[src/rtl/board_supervisor.sv]
// board_supervisor: board-level glue between pins, the host GPIO bridge and the compute core.
//   - Lock-aware staged core reset: the core leaves reset only after the clock source has
//     stayed locked for RST_HOLD consecutive cycles; losing lock in RUN sets a sticky lock_err.
//   - Debounced active-low pushbuttons; deb[0] doubles as the lock_err acknowledge.
//   - Per-channel host readback: loopback, core word, status word or free-running cycle count.
//   - Heartbeat, run, error and switch LEDs.
// Ports:
//   clk, reset       system clock, synchronous active-high reset
//   locked           clock-source lock (asynchronous)
//   switch_n         pushbuttons, active-low (asynchronous)
//   host_gpio_out    host-written channels, channel k at [k*GPIO_W +: GPIO_W]
//   host_gpio_in     registered host readback channels, same packing
//   chan_mode        readback mode per channel, channel k at [2k +: 2]
//   core_gpio_out    core result word
//   core_gpio_in     registered copy of host channel CORE_CH
//   core_reset       active-high core reset, decoded from the sequencer state register
//   led              LED drive, 1 = on
module board_supervisor #(
  parameter int unsigned NUM_GPIO    = 8,
  parameter int unsigned GPIO_W      = 32,
  parameter int unsigned CORE_CH     = 1,
  parameter logic [31:0] RST_HOLD    = 32'h0000ffff,
  parameter int unsigned SYNC_STAGES = 2,
  parameter int unsigned NUM_SW      = 3,
  parameter logic [15:0] DEB_CYC     = 16'd50000,
  parameter int unsigned HB_W        = 23,
  parameter int unsigned NUM_LED     = 3
) (
  input  logic                       clk,
  input  logic                       reset,
  input  logic                       locked,
  input  logic [NUM_SW-1:0]          switch_n,
  input  logic [NUM_GPIO*GPIO_W-1:0] host_gpio_out,
  output logic [NUM_GPIO*GPIO_W-1:0] host_gpio_in,
  input  logic [2*NUM_GPIO-1:0]      chan_mode,
  input  logic [GPIO_W-1:0]          core_gpio_out,
  output logic [GPIO_W-1:0]          core_gpio_in,
  output logic                       core_reset,
  output logic [NUM_LED-1:0]         led
);

  typedef enum logic [1:0] {
    StHold  = 2'd0,
    StCount = 2'd1,
    StRun   = 2'd2
  } state_e;

  // Synchronisers
  logic [SYNC_STAGES-1:0]             lock_sync_q, lock_sync_d;
  logic [SYNC_STAGES-1:0][NUM_SW-1:0] sw_sync_q, sw_sync_d;
  logic                               locked_s;
  logic [NUM_SW-1:0]                  sw_s;

  // Sequencer
  state_e      state_q, state_d;
  logic [31:0] cnt_q, cnt_d;
  logic        lock_lost;

  // Debounce
  logic [NUM_SW-1:0]        deb_q, deb_d;
  logic [NUM_SW-1:0][15:0]  deb_cnt_q, deb_cnt_d;

  // Misc state
  logic                       lock_err_q, lock_err_d;
  logic [GPIO_W-1:0]          cyc_q, cyc_d;
  logic [HB_W-1:0]            hb_q, hb_d;
  logic [GPIO_W-1:0]          core_in_q, core_in_d;
  logic [NUM_GPIO*GPIO_W-1:0] host_in_q, host_in_d;
  logic [NUM_LED-1:0]         led_q, led_d;

  logic [GPIO_W-1:0] status_word;
  logic [GPIO_W-1:0] core_word;

  assign lock_sync_d = {lock_sync_q[SYNC_STAGES-2:0], locked};
  assign sw_sync_d   = {sw_sync_q[SYNC_STAGES-2:0], ~switch_n};
  assign locked_s    = lock_sync_q[SYNC_STAGES-1];
  assign sw_s        = sw_sync_q[SYNC_STAGES-1];

  // Decoded from the state register only so core_reset has no path from any input.
  assign core_reset = (state_q != StRun);

  always_comb begin
    state_d   = state_q;
    cnt_d     = cnt_q;
    lock_lost = 1'b0;
    unique case (state_q)
      StHold: begin
        cnt_d = '0;
        if (locked_s) state_d = StCount;
      end
      StCount: begin
        if (!locked_s) begin
          state_d = StHold;
          cnt_d   = '0;
        end else if (cnt_q == RST_HOLD - 32'd1) begin
          state_d = StRun;
          cnt_d   = '0;
        end else begin
          cnt_d = cnt_q + 32'd1;
        end
      end
      StRun: begin
        if (!locked_s) begin
          state_d   = StHold;
          lock_lost = 1'b1;
        end
      end
      default: begin
        state_d = StHold;
        cnt_d   = '0;
      end
    endcase
  end

  // A switch change is accepted only after DEB_CYC consecutive differing samples;
  // any sample agreeing with the accepted value restarts the count.
  always_comb begin
    deb_d     = deb_q;
    deb_cnt_d = deb_cnt_q;
    for (int unsigned i = 0; i < NUM_SW; i++) begin
      if (sw_s[i] == deb_q[i]) begin
        deb_cnt_d[i] = '0;
      end else if (deb_cnt_q[i] == DEB_CYC - 16'd1) begin
        deb_d[i]     = sw_s[i];
        deb_cnt_d[i] = '0;
      end else begin
        deb_cnt_d[i] = deb_cnt_q[i] + 16'd1;
      end
    end
  end

  // Setting wins over the deb[0] acknowledge.
  always_comb begin
    lock_err_d = lock_err_q;
    if (lock_lost) begin
      lock_err_d = 1'b1;
    end else if (deb_q[0]) begin
      lock_err_d = 1'b0;
    end
  end

  assign cyc_d     = cyc_q + GPIO_W'(1);
  assign hb_d      = (state_q == StRun) ? hb_q + HB_W'(1) : '0;
  assign core_in_d = host_gpio_out[CORE_CH*GPIO_W +: GPIO_W];
  assign core_word = core_reset ? '0 : core_gpio_out;

  always_comb begin
    status_word               = '0;
    status_word[1:0]          = state_q;
    status_word[2]            = lock_err_q;
    status_word[3 +: NUM_SW]  = deb_q;
  end

  always_comb begin
    host_in_d = '0;
    for (int unsigned k = 0; k < NUM_GPIO; k++) begin
      unique case (chan_mode[2*k +: 2])
        2'd0:    host_in_d[k*GPIO_W +: GPIO_W] = host_gpio_out[k*GPIO_W +: GPIO_W];
        2'd1:    host_in_d[k*GPIO_W +: GPIO_W] = core_word;
        2'd2:    host_in_d[k*GPIO_W +: GPIO_W] = status_word;
        default: host_in_d[k*GPIO_W +: GPIO_W] = cyc_q;
      endcase
    end
  end

  always_comb begin
    led_d    = '0;
    led_d[0] = hb_q[HB_W-1];
    led_d[1] = ~core_reset;
    led_d[2] = lock_err_q;
    for (int unsigned i = 3; i < NUM_LED; i++) begin
      if (i - 3 < NUM_SW) led_d[i] = deb_q[i-3];
    end
  end

  always_ff @(posedge clk) begin
    if (reset) begin
      lock_sync_q <= '0;
      sw_sync_q   <= '0;
      state_q     <= StHold;
      cnt_q       <= '0;
      deb_q       <= '0;
      deb_cnt_q   <= '0;
      lock_err_q  <= 1'b0;
      cyc_q       <= '0;
      hb_q        <= '0;
      core_in_q   <= '0;
      host_in_q   <= '0;
      led_q       <= '0;
    end else begin
      lock_sync_q <= lock_sync_d;
      sw_sync_q   <= sw_sync_d;
      state_q     <= state_d;
      cnt_q       <= cnt_d;
      deb_q       <= deb_d;
      deb_cnt_q   <= deb_cnt_d;
      lock_err_q  <= lock_err_d;
      cyc_q       <= cyc_d;
      hb_q        <= hb_d;
      core_in_q   <= core_in_d;
      host_in_q   <= host_in_d;
      led_q       <= led_d;
    end
  end

  assign host_gpio_in = host_in_q;
  assign core_gpio_in = core_in_q;
  assign led          = led_q;

endmodule

[config.mk]
export PLATFORM = sky130hd
export DESIGN_NAME = board_supervisor
export DESIGN_NICKNAME = d
export VERILOG_FILES = /design/src/rtl/board_supervisor.sv
export SDC_FILE = /design/constraint.sdc
export NUM_CORES = 1
export LEC_CHECK = 0
export ABC_AREA = 0
export CORE_AREA = 2 2 232 234
export CTS_CLUSTER_DIAMETER = 30
export DETAILED_ROUTE_END_ITERATION = 16
export DIE_AREA = 0 0 234 236
export GPL_TIMING_DRIVEN = 0
export PLACE_DENSITY = 0.66
export SKIP_LAST_GASP = 1
export SLEW_MARGIN = 20
export SYNTH_ARGS = -nofsm -noshare
export SYNTH_HDL_FRONTEND = slang
export SYNTH_SLANG_ARGS = --single-unit
[constraint.sdc]
create_clock -name clk -period 2.65 [get_ports clk]
set_input_delay 0.53 -clock clk [delete_from_list [all_inputs] [get_ports clk]]
set_output_delay 0.53 -clock clk [all_outputs]
set_load 0.05 [all_outputs]
* Word level (Yosys, flattened, before mapping)
Cells that the tools add are included.
** Storage, ports and cells
- Logic and storage cells :: 97
- Flip-flop bits (word level) :: 440
- Output and inout port bits :: 292
** Operators by class
- Add/subtract/negate cells :: 6
- Bitwise logic cells :: 6
- Reduce and logical (&&, ||, !) cells :: 18
- Mux-type cells :: 21
- Equal/unequal tests :: 29
** Operators with widths (count)
- $pmux W32 S3 :: 8
- $mux W32 :: 3
- $add A32 B1 Y32 const B :: 2
- $pmux W32 S2 :: 1
- $add A16 B1 Y16 const B :: 3
- $eq A16 B16 Y1 const B :: 3
- $eq A32 B16 Y1 const B :: 1
- $add A23 B1 Y23 const B :: 1
- $eq A2 B1 Y1 const B :: 9
- $eq A2 B2 Y1 const B :: 9
- $logic_not A2 Y1 :: 9
- $reduce_or A3 Y1 :: 3
- $mux W2 :: 4
- $ne A2 B2 Y1 const B :: 3
- $pmux W2 S3 :: 1
- $reduce_and A2 Y1 :: 3
- $not A1 Y1 :: 5
- $mux W1 :: 4
- $eq A1 B1 Y1 :: 3
- $ne A3 B3 Y1 const B :: 1
- $not A3 Y3 :: 1
- $reduce_and A3 Y1 :: 1
- $reduce_bool A2 Y1 :: 1
- $reduce_or A2 Y1 :: 1

* Depth between registers and ports, before layout
Gate-level depths: netlist of run 1.
- Depth in word-level cells :: 4
- Gate-level depth with buffers :: 8
- Depth with buffers taken out :: 7

* Least setup slack after synthesis of run 1
Ideal clock, no wire load.
- Path kind :: register -> register
- Start :: register cnt_q[0]
- End :: register cnt_q[28]
- Path slack :: 666 ps
- Path buffers :: 1
- Stages on the path, launching flop included :: 9
- Arrival :: 1864 ps
- Period minus slack after synthesis :: 1984 ps
- Data required time :: 2529 ps
- Library setup time :: 121 ps
- Cell sequence :: dfxtp_1 > inv_1 > ha_1 > nor4b_1 > nand3_1 > o41ai_4 > buf_6 > o31ai_1 > mux2_2
** On the way
- Cells in the longest elaborated chain, start to end :: 4
- Elaborated cells between the ends (all ways) :: 5
- Those cells by class :: 1 x add/sub; 1 x eq/ne; 3 x mux
** RTL lines
- from (decl) :: RTL line 56 : logic [31:0] cnt_q, cnt_d;
- from (signal assigned) :: RTL line 194 : cnt_q <= cnt_d;
- $add A32 B1 Y32 or $eq A32 B16 Y1 (tied branches) :: RTL line 99, 95
- $mux W32 (*) :: RTL line 95 : end else if (cnt_q == RST_HOLD - 32'd1) begin
- $mux W32 (*) :: RTL line 92 : if (!locked_s) begin
- $pmux W32 S2 (*) :: RTL line 86 : unique case (state_q)
Every way passes the cells marked *; elsewhere a longest branch is shown, timed or not.
A chain may end at the register's enable or synchronous reset.

* Final worst setup path of run 1
- Start :: input reset
- End :: register host_in_q[136] (netlist: host_gpio_in[136])
** RTL lines
- from (decl) :: RTL line 30 : input logic reset,
- to (signal assigned) :: RTL line 201 : host_in_q <= host_in_d;
- to (decl) :: RTL line 68 : logic [NUM_GPIO*GPIO_W-1:0] host_in_q, host_in_d;
No word-level cell between the ends.

==> impl_metrics.ini, run 1 <==
[worst_setup_path]
crit_path_max_incr_delay_ns = 0.68
path_max_fanout = 10
setup.worst_path.end_class = flop
cp.required_ns = 3.09
reg2reg_setup_slack_ns = 0.16
startpoint_type = input port
critPathTopFamily = buffers and inverters
criticalPathCategory = in2reg
critPathSlowestCell = clkbuf_1
worstPathArrival_ns = 3.01
cp_num_buf_inv = 4
crit_chain = clkdlybuf4s50_1, clkbuf_2, clkbuf_1, clkbuf_1, nor2_1
path_common_cell = clkbuf_1

[floorplanning]
placementRows = 85
fp.dieW_um = 234
ios = 602
die_area_um2 = 55220
core_area_um2 = 53070
die_h_um = 236
start_util_pct = 37.40

[cts]
clk_latency_ns = 0.65
cts_buffer_depth = 3
cts_sinks = 440
cts_max_level = 3
cts_made_buffers = 104
cts_hold_buffers = 0
cts_tree = built
cts_root_buf = clkbuf_16
path_clk_slew_ns = 0.04

[detailed_routing]
drtIter0Drc = 1311
vias_per_cell = 5.441
num_vias = 19309
ant_nets = 0
routedWlPerCell_um = 25.06
drt_first_pass_iters = 5
wl_um = 88960
drc = 0

[synthesis]
synth_cell_types = 55
yosys-top-cells-area = dfxtp_1 44%, mux2i_1 9.7%, a2bb2oi_1 8.0%, nor2_1 6.5%, mux4_2 4.5%
synthCells = 2067
ys_top_cells_by_count = 440 x dfxtp_1, 342 x nor2_1, 193 x mux2i_1
ys.flop_type = dfxtp_1
yosysMostFrequentCell = dfxtp_1
synth_edf_count = 0
yosys_warnings = 0
yosysSeqAreaShare_pct = 44.38
yosysTopAreaCellShare_pct = 44.38
synth_nets = 2384
syn_area_um2 = 19850
async_flop_share_pct = 0
synth_seq_cells = 440
avgSynthCellArea_um2 = 9.602
synth_top_cell_by_area = dfxtp_1

[pwr]
p_sw_mw = 5.539
combPwrFrac_pct = 10.5
p_int_mw = 16.98
irDropWorstVdd_v = 0.0006368
p_total_mw = 22.52
p_clk_share_pct = 59.1
p_sw_share_pct = 24.59
power_density_nw_per_um2 = 742.3
leakagePower_nw = 11.61
seq_power_share_pct = 30.4

[place]
dp_hpwl_um = 66710
io_buffers = 586
gp_congestion = 0.9269
placed_area_um2 = 26590

[finish]
area_delta_synth_final_pct = 52.87
nFillCells = 4523
design_area_um2 = 30340
drive_above_1_share_pct = 10.47
post-route-util_pct = 57.17
nNetsFinal = 3079

[grt]
antenna_found_initial = 12
grt_usage_pct = 31.26
grt_pass1_wl_um = 127000
grt_max_degree = 15
grt_pass1_vias = 19462
grt.overflow.total = 0

[sta]
max_freq_mhz = 389.5
relSlewSlack_pct = 30.79
clock_skew_ns = 0.02915
setup_tns_ns = 0
worstMarginPinSlew_ns = 1.038
fin_crit_sh_pct = 96.89
finalSetupViolCount = 0
drv_slew = 0
min_period_ns = 2.567
grt_setup_unrepaired = false
finalHoldViolations = 0

[hold_path]
hold_path.class = in2reg

[status]
status = finished clean

[flow_run]
maxCapViolations = 0
-- per-layer routing --
layer	share of wire [%]	track usage [%]	up-vias
li1	-	-	8706
met1	39	37.07	9338
met2	47	51.36	1027
met3	9.0	8.752	226
met4	4.6	15.90	12
met5	0.088	0	-
-- repair_timing --
action	4_1_cts	5_1_grt
setup buffers	1	2
resized for setup	7	10
pin swaps	0	1
setup endpoints to repair	137	13
gates cloned	0	0
-- power by group through the flow --
stage | clock network (mW) | logic [mW] | registers [mW]
CTS | 13.4 | 2.35 | 6.84
global placement | 0 | 2.32 | 6.96
finish | 13.3 | 2.37 | 6.84
floorplan | 0 | 0.755 | 7.44
detailed placement | 0 | 2.34 | 6.96
global route | 13.8 | 2.45 | 6.85
-- per-stage QoR --
| step | std cells | setup WS [ns] | hold WS [ns] |
|---|---|---|---|
| floorplan | 2067 | 0.6656 | 0.4130 |
| global route | 3547 | 0.004054 | 0.4246 |
| global placement | 3349 | -1.240 | 0.4241 |
| finish | 3549 | 0.08252 | 0.4123 |
| detailed placement | 3349 | -1.221 | 0.4269 |
| CTS | 3540 | -0.02018 | 0.3800 |
-- registers in the layout (all words and copies together) (netlist names), 2 cells and up --
| signal | flops |
|---|---|
| cnt_q | 32 |
| core_gpio_in | 32 |
| cyc_q | 32 |
| deb_cnt_q | 48 |
| deb_q | 3 |
| hb_q | 23 |
| host_gpio_in | 256 |
| led | 3 |
| lock_sync_q | 2 |
| state_q | 2 |
| sw_s | 3 |
| sw_sync_d | 3 |
-- cell type report --
class / instances / area [µm²] / area share (%)
antenna: 7 / 17.52 / 0.05773
buffer: 223 / 912.1 / 3.006
clock buffer: 126 / 2848 / 9.386
clock inverter: 64 / 849.6 / 2.800
inverter: 23 / 86.33 / 0.2845
multi-input combinational: 1381 / 10070 / 33.18
sequential: 440 / 8808 / 29.03
tap: 696 / 870.8 / 2.870
timing repair buffer: 589 / 5883 / 19.39
-- placed cells by master, fill, tap and decap left out, types with 16 or more instances in the layout --
master and n:
xor2_1 47, clkbuf_16 106, nor2_1 342, dfxtp_1 440, nor2b_1 83, nand2_1 56
nor4_1 27, nand4_1 28, clkinv_2 18, clkbuf_1 169, inv_1 21, and2_1 45
a22oi_1 31, nand3_1 49, bufinv_16 16, and3_1 18, clkdlybuf4s50_1 585, mux2_2 27
buf_1 21, mux2i_1 193, xnor2_1 51, buf_2 31, mux4_2 40, nor3_1 22
a2bb2oi_1 182, and4_1 20
-- path summary, 6_finish.rpt --
path | to | cells past startpoint | start
hold reg to reg | deb_cnt_q[16] | 1 | deb_cnt_q[16]
hold / removal | sw_sync_d[5] | 2 | switch_n[2]
setup / recovery | host_gpio_in[136] | 5 | reset
setup reg to reg | host_gpio_in[155] | 8 | state_q[0]
-- kinds of logic (layout without fill, tap and decap cells) --
family / count (synthesis) / count (layout) / share of synthesized area [%]
adder cells (fa/ha/maj): 7 / 7 / 0.4413
AND/OR/NAND/NOR: 734 / 734 / 18.16
multiplexers: 260 / 260 / 15.80
buffers and inverters: 246 / 1025 / 4.942
AO/OA/AOI/OAI: 282 / 282 / 11.95
XOR/XNOR: 98 / 98 / 4.325
other: 0 / 7 / 0
flip-flops: 440 / 440 / 44.38
-- worst reg2reg max path, stage by stage (launching register included) --
cell and delay [ns]:
dfxtp_1 0.35, nor2b_4 0.15, buf_4 0.24, clkbuf_1 0.51, and2_1 0.23, clkbuf_1 0.39
mux2_2 0.25, a22oi_1 0.06, nor2_1 0.22
Note: power is estimated with default switching activity, not from simulation.
==> inputs of run 2 (changes only) <==
SKIP_LAST_GASP = unset   (was 1)
==> results of run 2 <==
No change in the layout: final DEF, timing and power equal those of run 1.
Among the figures that moved: number of gates resized after CTS 7 -> 8
